[config.mk]
export PLATFORM = sky130hd
export DESIGN_NAME = panel_clock_ctrl
export DESIGN_NICKNAME = d
export VERILOG_FILES = /design/src/rtl/panel_clock_ctrl.sv
export SDC_FILE = /design/constraint.sdc
export NUM_CORES = 1
export LEC_CHECK = 0
export CORE_UTILIZATION = 57
export CTS_CLUSTER_DIAMETER = 40
export DETAILED_ROUTE_END_ITERATION = 16
export GPL_ROUTABILITY_DRIVEN = 1
export PLACE_DENSITY = 0.79
export SLEW_MARGIN = 20
export SYNTH_ARGS = -nofsm -noshare
export SYNTH_HDL_FRONTEND = slang
export SYNTH_SLANG_ARGS = --single-unit
[constraint.sdc]
create_clock -name hwclk -period 2.65 [get_ports hwclk]
set_input_delay 0.6625 -clock hwclk [delete_from_list [all_inputs] [get_ports hwclk]]
set_output_delay 0.6625 -clock hwclk [all_outputs]
set_load 0.02 [all_outputs]
[src/rtl/panel_clock_ctrl.sv]
// panel_clock_ctrl: CPU clock-enable generator for run fast/slow and single-step.
// Define BURST_STEP_EN to auto-repeat steps while the cycle switch is held.
module panel_clock_ctrl #(
  parameter int unsigned FAST_DIV    = 366,
  parameter int unsigned SLOW_DIV    = 12000000,
  parameter int unsigned CNT_W       = 24,
  parameter int unsigned HOLD_CYCLES = 6000000,
  parameter int unsigned REPEAT_DIV  = 1200000
) (
  input  logic        hwclk,
  input  logic        reset,
  input  logic        run_sw,
  input  logic        step_mode_sw,
  input  logic        fast_sw,
  input  logic        cycle_sw,
  output logic        cpu_ce,
  output logic        running,
  output logic [15:0] ce_count
);

  typedef enum logic [1:0] {
    ST_STOP,
    ST_RUN,
    ST_STEP_IDLE,
    ST_STEP_HELD
  } state_t;

  state_t state, state_d;

  logic [1:0] run_q, step_q, fast_q, cyc_q;
  logic run_s, step_s, fast_s, cyc_s;
  logic fast_prev, cyc_prev;
  logic [CNT_W-1:0] presc, presc_d, div_last;
  logic ce_d;
  logic rep_fire;

  assign run_s  = run_q[1];
  assign step_s = step_q[1];
  assign fast_s = fast_q[1];
  assign cyc_s  = cyc_q[1];

  assign div_last = fast_s ? CNT_W'(FAST_DIV - 1)
                           : CNT_W'(SLOW_DIV - 1);

  always_ff @(posedge hwclk) begin
    if (reset) begin
      run_q  <= '0;
      step_q <= '0;
      fast_q <= '0;
      cyc_q  <= '0;
    end else begin
      run_q  <= {run_q[0], run_sw};
      step_q <= {step_q[0], step_mode_sw};
      fast_q <= {fast_q[0], fast_sw};
      cyc_q  <= {cyc_q[0], cycle_sw};
    end
  end

`ifdef BURST_STEP_EN
  localparam int unsigned HW = $clog2(HOLD_CYCLES + 1);
  localparam int unsigned RW = $clog2(REPEAT_DIV + 1);
  localparam logic [HW-1:0] HOLD_LAST = HW'(HOLD_CYCLES - 1);
  localparam logic [RW-1:0] REP_LAST  = RW'(REPEAT_DIV - 1);

  logic [HW-1:0] hold_cnt;
  logic [RW-1:0] rep_cnt;
  logic          hold_done;
  logic          pressed;

  // hold_cnt counts pressed cycles in step mode, including the edge cycle
  assign pressed   = cyc_s &&
                     (state == ST_STEP_IDLE || state == ST_STEP_HELD);
  assign hold_done = (hold_cnt == HOLD_LAST);
  assign rep_fire  = hold_done && (rep_cnt == '0);

  always_ff @(posedge hwclk) begin
    if (reset || !pressed) begin
      hold_cnt <= '0;
      rep_cnt  <= '0;
    end else if (!hold_done) begin
      hold_cnt <= hold_cnt + 1'b1;
    end else begin
      rep_cnt <= (rep_cnt == REP_LAST) ? '0 : rep_cnt + 1'b1;
    end
  end
`else
  assign rep_fire = 1'b0;
`endif

  always_comb begin
    state_d = state;
    presc_d = presc;
    ce_d    = 1'b0;
    unique case (state)
      ST_STOP: begin
        if (!step_s) begin
          state_d = ST_STEP_IDLE;
        end else if (run_s) begin
          state_d = ST_RUN;
          presc_d = '0;
        end
      end
      ST_RUN: begin
        if (!step_s) begin
          state_d = ST_STEP_IDLE;
        end else if (!run_s) begin
          state_d = ST_STOP;
        end else if (fast_s != fast_prev) begin
          presc_d = '0;
        end else if (presc == div_last) begin
          ce_d    = 1'b1;
          presc_d = '0;
        end else begin
          presc_d = presc + 1'b1;
        end
      end
      ST_STEP_IDLE: begin
        if (step_s) begin
          state_d = run_s ? ST_RUN : ST_STOP;
          presc_d = '0;
        end else if (cyc_s && !cyc_prev) begin
          ce_d    = 1'b1;
          state_d = ST_STEP_HELD;
        end
      end
      ST_STEP_HELD: begin
        if (step_s) begin
          state_d = run_s ? ST_RUN : ST_STOP;
          presc_d = '0;
        end else if (!cyc_s) begin
          state_d = ST_STEP_IDLE;
        end else begin
          ce_d = rep_fire;
        end
      end
      default: state_d = ST_STOP;
    endcase
  end

  always_ff @(posedge hwclk) begin
    if (reset) begin
      state     <= ST_STOP;
      presc     <= '0;
      cpu_ce    <= 1'b0;
      running   <= 1'b0;
      ce_count  <= '0;
      fast_prev <= 1'b0;
      cyc_prev  <= 1'b0;
    end else begin
      state     <= state_d;
      presc     <= presc_d;
      cpu_ce    <= ce_d;
      running   <= (state_d == ST_RUN);
      fast_prev <= fast_s;
      cyc_prev  <= cyc_s;
      if (ce_d) ce_count <= ce_count + 1'b1;
    end
  end

endmodule

Word level (Yosys, flattened, before mapping)
Cells that the tools add are included.
- register bits: 54
- bits of input ports: 6
- output and inout bits: 18
- word-level logic and storage cells: 55
- add/sub/neg operators: 2
- equal/unequal tests: 11
- muxes and demuxes: 26
- reduce and logical (&&, ||, !) cells: 5
- operator list (cell ; count):
    $mux 24 ; 8
    $pmux 24 s3 ; 1
    $add 24x1->24 const B ; 1
    $eq 24x24->1 ; 1
    $add 16x1->16 const B ; 1
    $mux 2 ; 8
    $ne 2x2->1 const B ; 4
    $pmux 2 s4 ; 1
    $mux 1 ; 7
    $reduce_and 5->1 ; 1
    $eq 2x1->1 const B ; 2
    $eq 2x2->1 const B ; 2
    $logic_not 2->1 ; 1
    $ne 2x1->1 const B ; 1
    $pmux 1 s2 ; 1
    $reduce_or 2->1 ; 1
    $logic_and 1x1->1 ; 1
    $logic_not 1->1 ; 1
    $ne 1x1->1 ; 1

Longest topological paths before layout
Gate-level depths: netlist of the first run.
- word-level depth: 7
- mapped depth: 8
- mapped depth without buffers: 7

Least setup slack after synthesis of the first run
No wires, ideal clock.
- path kind: reg-to-reg
- from: register state[0]
- to: register presc[9]
- setup time: 0.075 ns
- arrival: 2.259 ns
- required time: 2.575 ns
- path slack: 0.316 ns
- stages on the path, launching flop included: 8
- buffers on the path: 0
- period minus slack after synthesis: 2.334 ns
- cells stage by stage: dfxtp_1 > inv_1 > ha_1 > or4_1 > o22ai_2 > nand2_1 > or4b_1 > a31oi_1
- longest elaborated chain between the ends: 4
- elaborated cells between the ends (all ways): 12
- classes of those cells: 8 x eq/ne; 1 x mux; 3 x reduce/logical
- ends and longest elaborated chain (what ; RTL line ; text):
    from (decl) ; 28 ; state_t state, state_d;
    from (signal assigned) ; 150 ; state <= state_d;
    $eq 2x2->1 ; 94 ; unique case (state)
    $reduce_or 2->1 (no source line) ; -- ;
    $ne 2x1->1 (no source line) ; -- ;
    $reduce_and 5->1 (no source line) ; -- ;
    to (signal assigned) ; 151 ; presc <= presc_d;
    to (decl) ; 33 ; logic [CNT_W-1:0] presc, presc_d, div_last;
Several ways; a longest one is shown, not always the timed one.
A chain may end at the register's enable or synchronous reset.

Worst setup path in the final report of the first run
- from: register state[1]
- to: register ce_count[15]
- longest elaborated chain between the ends: 2
- elaborated cells between the ends (all ways): 3
- classes of those cells: 2 x eq/ne; 1 x mux
- ends and longest elaborated chain (what ; RTL line ; text):
    $eq 2x2->1 / $eq 2x1->1 (equally long branches) ; 94 ;
    $pmux 1 s2 * ; 94 ;
    to (signal assigned) ; 156 ; if (ce_d) ce_count <= ce_count + 1'b1;
    to (decl) ; 18 ; output logic [15:0] ce_count
Mark *: on every way between the ends. The rest lies on a longest branch, timed or not.

==> results of run 1 <==
-- cell usage after synthesis, drive strengths merged (3+ instances only) --
| cell | n | area (sq um) |
|---|---|---|
| a2111oi | 3 | 35.0 |
| a211oi | 10 | 75.1 |
| a21oi | 10 | 50.1 |
| a31oi | 8 | 50.1 |
| and2 | 3 | 18.8 |
| and3 | 5 | 31.3 |
| buf | 5 | 25.0 |
| clkbuf | 7 | 26.3 |
| dfxtp | 54 | 1080 |
| ha | 7 | 87.6 |
| inv | 11 | 41.3 |
| mux2 | 13 | 146 |
| mux2i | 3 | 30.0 |
| nand2 | 24 | 90.1 |
| nand3 | 17 | 85.1 |
| nand4 | 13 | 81.3 |
| nand4b | 3 | 26.3 |
| nor2 | 41 | 154 |
| nor2b | 19 | 119 |
| nor3 | 5 | 25.0 |
| nor4 | 4 | 46.3 |
| o21ai | 5 | 25.0 |
| or4b | 4 | 43.8 |
| xor2 | 14 | 123 |
-- power by group --
part / leakage (nW) / internal [mW] / switching (mW)
Combinational: 0.625 / 0.116 / 0.158
Clock: 0.0362 / 0.181 / 0.263
Sequential: 0.437 / 0.835 / 0.0266
-- registers in the layout (all words and copies together), names as in the netlist, 2 cells and up --
signal and cells:
presc 24, ce_count 16, cyc_q 2, fast_q 2, run_q 2, state 2
step_q 2
-- critical path, cell delays in order (launching register included) --
cell and delay [ps]:
sky130_fd_sc_hd__dfxtp_1 350, sky130_fd_sc_hd__inv_1 110, sky130_fd_sc_hd__ha_1 300, sky130_fd_sc_hd__inv_1 110, sky130_fd_sc_hd__nor3_1 360, sky130_fd_sc_hd__o2111ai_4 190
sky130_fd_sc_hd__buf_12 190, sky130_fd_sc_hd__a2111oi_1 410, sky130_fd_sc_hd__mux2_1 350
-- stage by stage --
step           std cells  cell area, sq um  total power [mW]  worst slack [ps]
2_1_floorplan        316              2760              1.07               316
3_3_place_gp         390              3090              1.13               217
3_5_place_dp         390              3090              1.14               109
4_1_cts              397              3170              1.58              91.7
5_1_grt              398              3210              1.65              58.1
6_report             398              3210              1.58               168
-- per-layer routing --
| metal | wire, um | vias to the layer above | track usage (%) |
|---|---|---|---|
| met5 | 0 | - | 0 |
| met4 | 46 | 0 | 5.88 |
| met3 | 215 | 4 | 4.22 |
| met2 | 2790 | 57 | 38.2 |
| met1 | 2720 | 1166 | 32.7 |
| li1 | - | 1192 | - |
-- logic make-up after synthesis --
| kind of cell | count (synthesis) | synth area share [%] |
|---|---|---|
| XOR/XNOR | 16 | 5.07 |
| AO/OA/AOI/OAI | 49 | 13.3 |
| AND/OR/NAND/NOR | 151 | 29.7 |
| multiplexers | 16 | 6.38 |
| flip-flops | 54 | 39.1 |
| buffers and inverters | 23 | 3.35 |
| adder cells (fa/ha/maj) | 7 | 3.17 |
-- cell usage in the layout (no fill, tap or decap), types with 5 or more instances in the layout --
master	Yosys	final
sky130_fd_sc_hd__a31oi_1	8	8
sky130_fd_sc_hd__a21oi_1	10	10
sky130_fd_sc_hd__nor3_1	5	5
sky130_fd_sc_hd__nor2_1	41	41
sky130_fd_sc_hd__nand4_1	13	13
sky130_fd_sc_hd__clkdlybuf4s50_1	0	23
sky130_fd_sc_hd__ha_1	7	7
sky130_fd_sc_hd__mux2_1	6	6
sky130_fd_sc_hd__mux2_2	7	7
sky130_fd_sc_hd__nand3_1	17	17
sky130_fd_sc_hd__dfxtp_1	54	54
sky130_fd_sc_hd__inv_1	11	11
sky130_fd_sc_hd__xor2_1	14	14
sky130_fd_sc_hd__o21ai_0	5	5
sky130_fd_sc_hd__buf_4	0	11
sky130_fd_sc_hd__a211oi_1	10	10
sky130_fd_sc_hd__nor2b_1	19	19
sky130_fd_sc_hd__clkbuf_8	0	5
sky130_fd_sc_hd__nand2_1	24	24
sky130_fd_sc_hd__and3_1	5	5
-- how the worst max path moves through the flow --
| stage | start | endpoint | slack [ps] | depth (start not counted) |
|---|---|---|---|---|
| after floorplan | state[0]$_SDFF_PP0_ | presc[9]$_SDFFE_PP0P_ | 320 | 7 |
| after global routing | state[1]$_SDFF_PP0_ | ce_count[15]$_SDFFE_PP0P_ | 60 | 8 |
| after CTS | state[1]$_SDFF_PP0_ | ce_count[13]$_SDFFE_PP0P_ | 90 | 7 |
| final | state[1]$_SDFF_PP0_ | ce_count[15]$_SDFFE_PP0P_ | 170 | 8 |
| after global placement | presc[10]$_SDFFE_PP0P_ | ce_count[15]$_SDFFE_PP0P_ | 220 | 5 |
| after detailed placement | state[1]$_SDFF_PP0_ | ce_count[13]$_SDFFE_PP0P_ | 110 | 7 |
-- area by class of cell --
type	count	area (sq um)
multi-input combinational	239	1610
clock inverter	2	15.0
fill	364	1290
sequential	54	1080
clock buffer	5	68.8
tap	52	65.1
inverter	11	41.3
timing repair buffer	35	333
-- timing repair --
item                       in CTS  in global routing
setup endpoints to repair       0                  6
setup buffers                   0                  1
resized for setup               0                  3
==> results.json, run 1 <==
{
  "status": "finished, final reports clean",
  "dominantRegCellSynth": "sky130_fd_sc_hd__dfxtp_1",
  "vdd_ir_drop_max_mv": 0.410,
  "route.antenna.remaining_nets": 0,
  "synth_enable_flop_cells": 0,
  "num_antenna_cells": 0,
  "antenna_found_initial": 0,
  "avgViaCountPerCell": 6.08,
  "grt-ovfl-total": 0,
  "wl_per_cell_um": 14.5,
  "synth.lib_cells_used.distinct": 49,
  "dieHeight_um": 71.6,
  "achievable-frequency_ghz": 0.403,
  "hold-path-cell-count": 1,
  "depth_of_the_cts_h_tree": 2,
  "final_layout_setup_total_negative_slack_ps": 0,
  "cts-root-buf": "sky130_fd_sc_hd__clkbuf_8",
  "die-area_sq_um": 5130,
  "grt_setup_unrepaired": "no",
  "critical_path.reg2reg.endpoint": "ce_count[15]$_SDFFE_PP0P_",
  "slew_headroom_pct": 61.7,
  "final_layout_size_suffix_gt1_share_pct": 10.1,
  "placementRows": 24,
  "post_synthesis_sequential_area_ratio_pct": 39.1,
  "slew_viol_final": 0,
  "clock_path_buffers": 2,
  "number_of_warnings_printed_during_yosys_synthesis": 0,
  "tritoncts": "built",
  "fp.dieW_um": 71.6,
  "post_synth.cell_area_avg_sq_um": 8.75,
  "area_delta_synth_final_pct": 16.2,
  "cts_made_buffers": 5,
  "drt_iter0_markers": 153,
  "syn_area_sq_um": 2760,
  "syn-instance-count": 316,
  "hold_buffers": 0,
  "timing.critical_path.required_ps": 2840,
  "finalSetupViolations": 0,
  "final_nets": 359,
  "grt_pass1_wl_um": 9650,
  "finalClockSkew_ps": 4.97,
  "final_min_period_over_clock_period_pct": 93.7,
  "initial_core_utilization_pct": 61.4,
  "power-per-cell-area_nw_per_um2": 492,
  "power_leakage_nw": 1.10,
  "hold_crit_path_type": "flop to flop",
  "clk_latency_ps": 300,
  "syn-num-nets": 329,
  "dr.pass1.iters": 4,
  "post-dp-hpwl_um": 4130,
  "data_arrival_time_of_the_critical_path_ps": 2680,
  "pin_count_of_the_biggest_net_entering_global_routing": 28,
  "worst_setup_path_end_kind": "flop",
  "numClockSinks": 54,
  "worstMarginPinSlew_ps": 573,
  "coreArea_sq_um": 4500,
  "min_from": "cyc_q[0]$_SDFF_PP0_",
  "hold_slack_ps": 442,
  "period_needed_ps": 2480,
  "postSynth.asyncResetShare_pct": 0,
  "timing.setup.critical_path_class": "flop to flop",
  "clk_pin_slew_ps": 90,
  "final-hold-violation-count": 0,
  "ys_ff_latch": 54,
  "min_to": "cyc_q[1]$_SDFF_PP0_",
  "regToRegSetupSlack_ps": 170,
  "max_cap_viols": 0,
  "gpl.final_weighted_congestion": 0.902,
  "beginning_of_the_worst_register_to_register_path": "state[1]$_SDFF_PP0_",
  "totalWireLength_um": 5770,
  "final_util_pct": 71.3,
  "critical_path_peak_fanout": 18,
  "startpoint_type": "flop",
  "detail_route.drc_violations": 0,
  "first_global_vias": 2125,
  "vias": 2419,
  "boundary_pin_count": 24,
  "overall_global_routing_resource_usage_pct": 23.6,
  "r2r_cells": 8,
  "place.port_buffers": 23
}
Note: power is estimated with default switching activity, not from simulation.
==> run 2: changes to the inputs <==
--- a/config.mk
+++ b/config.mk
@@ -5,6 +5,7 @@
 export SDC_FILE = /design/constraint.sdc
 export NUM_CORES = 1
 export LEC_CHECK = 0
+export CORE_ASPECT_RATIO = 1.5
 export CORE_UTILIZATION = 57
 export CTS_CLUSTER_DIAMETER = 40
 export DETAILED_ROUTE_END_ITERATION = 16
==> run 2 against run 1 <==
  * Clock power increased by 28%
  * Worst setup slack better by 16 ps
  * Combinational power grew 6%
  * First-iteration DRC count is 21% lower
  * Cell count is 3.5% higher
  * Design area grew 1.5%
  * Sequential power fell by 0.5%
  * Sequential share of layout area is 0.50 points lower
  * Hold slack improved by 8.1 ps
==> results.json, run 2 (synthesis gave the netlist of run 1 again) <==
{
  "status": "finished, final reports clean",
  "period_needed_ps": 2470,
  "achievable-frequency_ghz": 0.405,
  "gpl.final_weighted_congestion": 0.811,
  "cpPeakStageDelay_ps": 560,
  "worst-path-buf-inv": 1,
  "min_from": "step_q[0]$_SDFF_PP0_",
  "cts_made_buffers": 5,
  "finalSetupViolations": 0,
  "first_global_vias": 2342,
  "final_layout_setup_total_negative_slack_ps": 0,
  "worstPathCellList": "or4b_4, nor4_4, o2111ai_4, buf_4, a211oi_1, mux2_1",
  "timing.critical_path.max_delay_family": "simple AND/OR/NAND/NOR gates",
  "regMostFlops": "presc",
  "power-per-cell-area_nw_per_um2": 526,
  "hold_buffers": 0,
  "grt_pass1_wl_um": 9740,
  "met1_usage_pct": 25.8,
  "coreArea_sq_um": 4580,
  "dp_cells": 404,
  "slew_headroom_pct": 66.6,
  "clock_path_buffers": 2,
  "max_cap_viols": 0,
  "final-hold-violation-count": 0,
  "tritoncts": "built",
  "dieHeight_um": 87.3,
  "slew_viol_final": 0,
  "data_arrival_time_of_the_critical_path_ps": 2670,
  "final_min_period_over_clock_period_pct": 93.1,
  "placementRows": 30,
  "place.port_buffers": 23,
  "totalWireLength_um": 5820,
  "clk_latency_ps": 310,
  "critical_path_peak_fanout": 14,
  "beginning_of_the_worst_register_to_register_path": "presc[10]$_SDFFE_PP0P_",
  "die-area_sq_um": 5140,
  "final_nets": 360,
  "num_antenna_cells": 0,
  "initial_core_utilization_pct": 60.4,
  "critPathLaunch": "presc[10]$_SDFFE_PP0P_",
  "fill_cells": 387,
  "grt_setup_unrepaired": "no",
  "antenna_found_initial": 0,
  "grt-ovfl-total": 0,
  "route.antenna.remaining_nets": 0,
  "biggestRegsByFlops": "presc x24, ce_count x16",
  "final_layout_size_suffix_gt1_share_pct": 10.9,
  "boundary_pin_count": 24,
  "numClockSinks": 54,
  "area_delta_synth_final_pct": 17.9,
  "fp.dieW_um": 58.9,
  "largest_register_ff_count": 24,
  "worst_setup_path_end_kind": "flop",
  "timing.critical_path.required_ps": 2850,
  "dr.pass1.iters": 4,
  "vias": 2368,
  "final_cells": 412,
  "cts-root-buf": "sky130_fd_sc_hd__clkbuf_8",
  "wl_per_cell_um": 14.1,
  "avgViaCountPerCell": 5.75,
  "grt.met2_usage_pct": 46.0,
  "depth_of_the_cts_h_tree": 2,
  "hold_crit_path_type": "flop to flop",
  "finalClockSkew_ps": 5.91,
  "layout_common_cells": "sky130_fd_sc_hd__dfxtp_1 (54), sky130_fd_sc_hd__nor2_1 (41), sky130_fd_sc_hd__nand2_1 (24)",
  "overall_global_routing_resource_usage_pct": 24.1,
  "worstMarginPinSlew_ps": 499,
  "post-dp-hpwl_um": 4190,
  "crit_path_top_delay_cell": "sky130_fd_sc_hd__or4b_4",
  "global_route.usage.met3_pct": 3.12,
  "clk_pin_slew_ps": 100,
  "timing.setup.critical_path_class": "flop to flop",
  "top_usage_layer": "met2",
  "power_leakage_nw": 1.12,
  "pin_count_of_the_biggest_net_entering_global_routing": 28,
  "detail_route.drc_violations": 0,
  "vdd_ir_drop_max_mv": 0.340,
  "most_common_cell_after_layout_fill_and_taps_aside": "sky130_fd_sc_hd__dfxtp_1",
  "postPlaceCellArea_sq_um": 3120,
  "drt_iter0_markers": 121,
  "post-route-cell-area_sq_um": 3260,
  "startpoint_type": "flop"
}
run 2: cell types whose count changed in the layout (fill, tap and decap cells not counted), sizes merged:
cell | before | now
inv | 11 | 12
clkinv | 0 | 1
clkinvlp | 2 | 0
bufinv | 0 | 1
buf | 12 | 13
run 2: routing by layer:
layer	share of wire, %	vias up
met5	0	-
met4	1.6	0
met3	2.4	10
met2	54	40
met1	42	1125
li1	-	1193
run 2: worst paths after layout:
kind / to / cells past startpoint / slack (ps)
worst max-delay path: ce_count[14]$_SDFFE_PP0P_ / 6 / 180
worst min-delay path: step_q[1]$_SDFF_PP0_ / 1 / 450
worst max register to register: ce_count[14]$_SDFFE_PP0P_ / 6 / 180
worst min register to register: step_q[1]$_SDFF_PP0_ / 1 / 450
run 2: area by class of cell:
| class | instances | area, sq um | share of cell area, % |
|---|---|---|---|
| repair buffers | 36 | 328 | 10.1 |
| inverters | 11 | 41.3 | 1.27 |
| well taps | 64 | 80.1 | 2.46 |
| flip-flops and latches | 54 | 1080 | 33.2 |
| clock inverters | 3 | 47.5 | 1.46 |
| clock buffers | 5 | 68.8 | 2.11 |
| multi-input cells | 239 | 1610 | 49.5 |
run 2: where the power goes:
part	internal, mW	leakage, nW	switching [mW]
registers	0.835	0.437	0.0226
logic	0.127	0.625	0.165
clock network	0.287	0.0587	0.280
run 2: metrics by stage:
step / power, mW / setup WS [ps] / utilization [%] / hold slack [ps]
3_3_place_gp: 1.15 / 165 / 68.1 / 416
3_5_place_dp: 1.15 / 70.0 / 68.1 / 426
4_1_cts: 1.71 / 55.5 / 70.7 / 451
5_1_grt: 1.79 / 61.5 / 71.2 / 458
2_1_floorplan: 1.07 / 316 / - / 414
6_report: 1.72 / 184 / 71.2 / 450
run 2: timing repair:
action,CTS,global route
buffers inserted,0,0
gates resized for setup,0,4
endpoints found under the setup margin,0,8
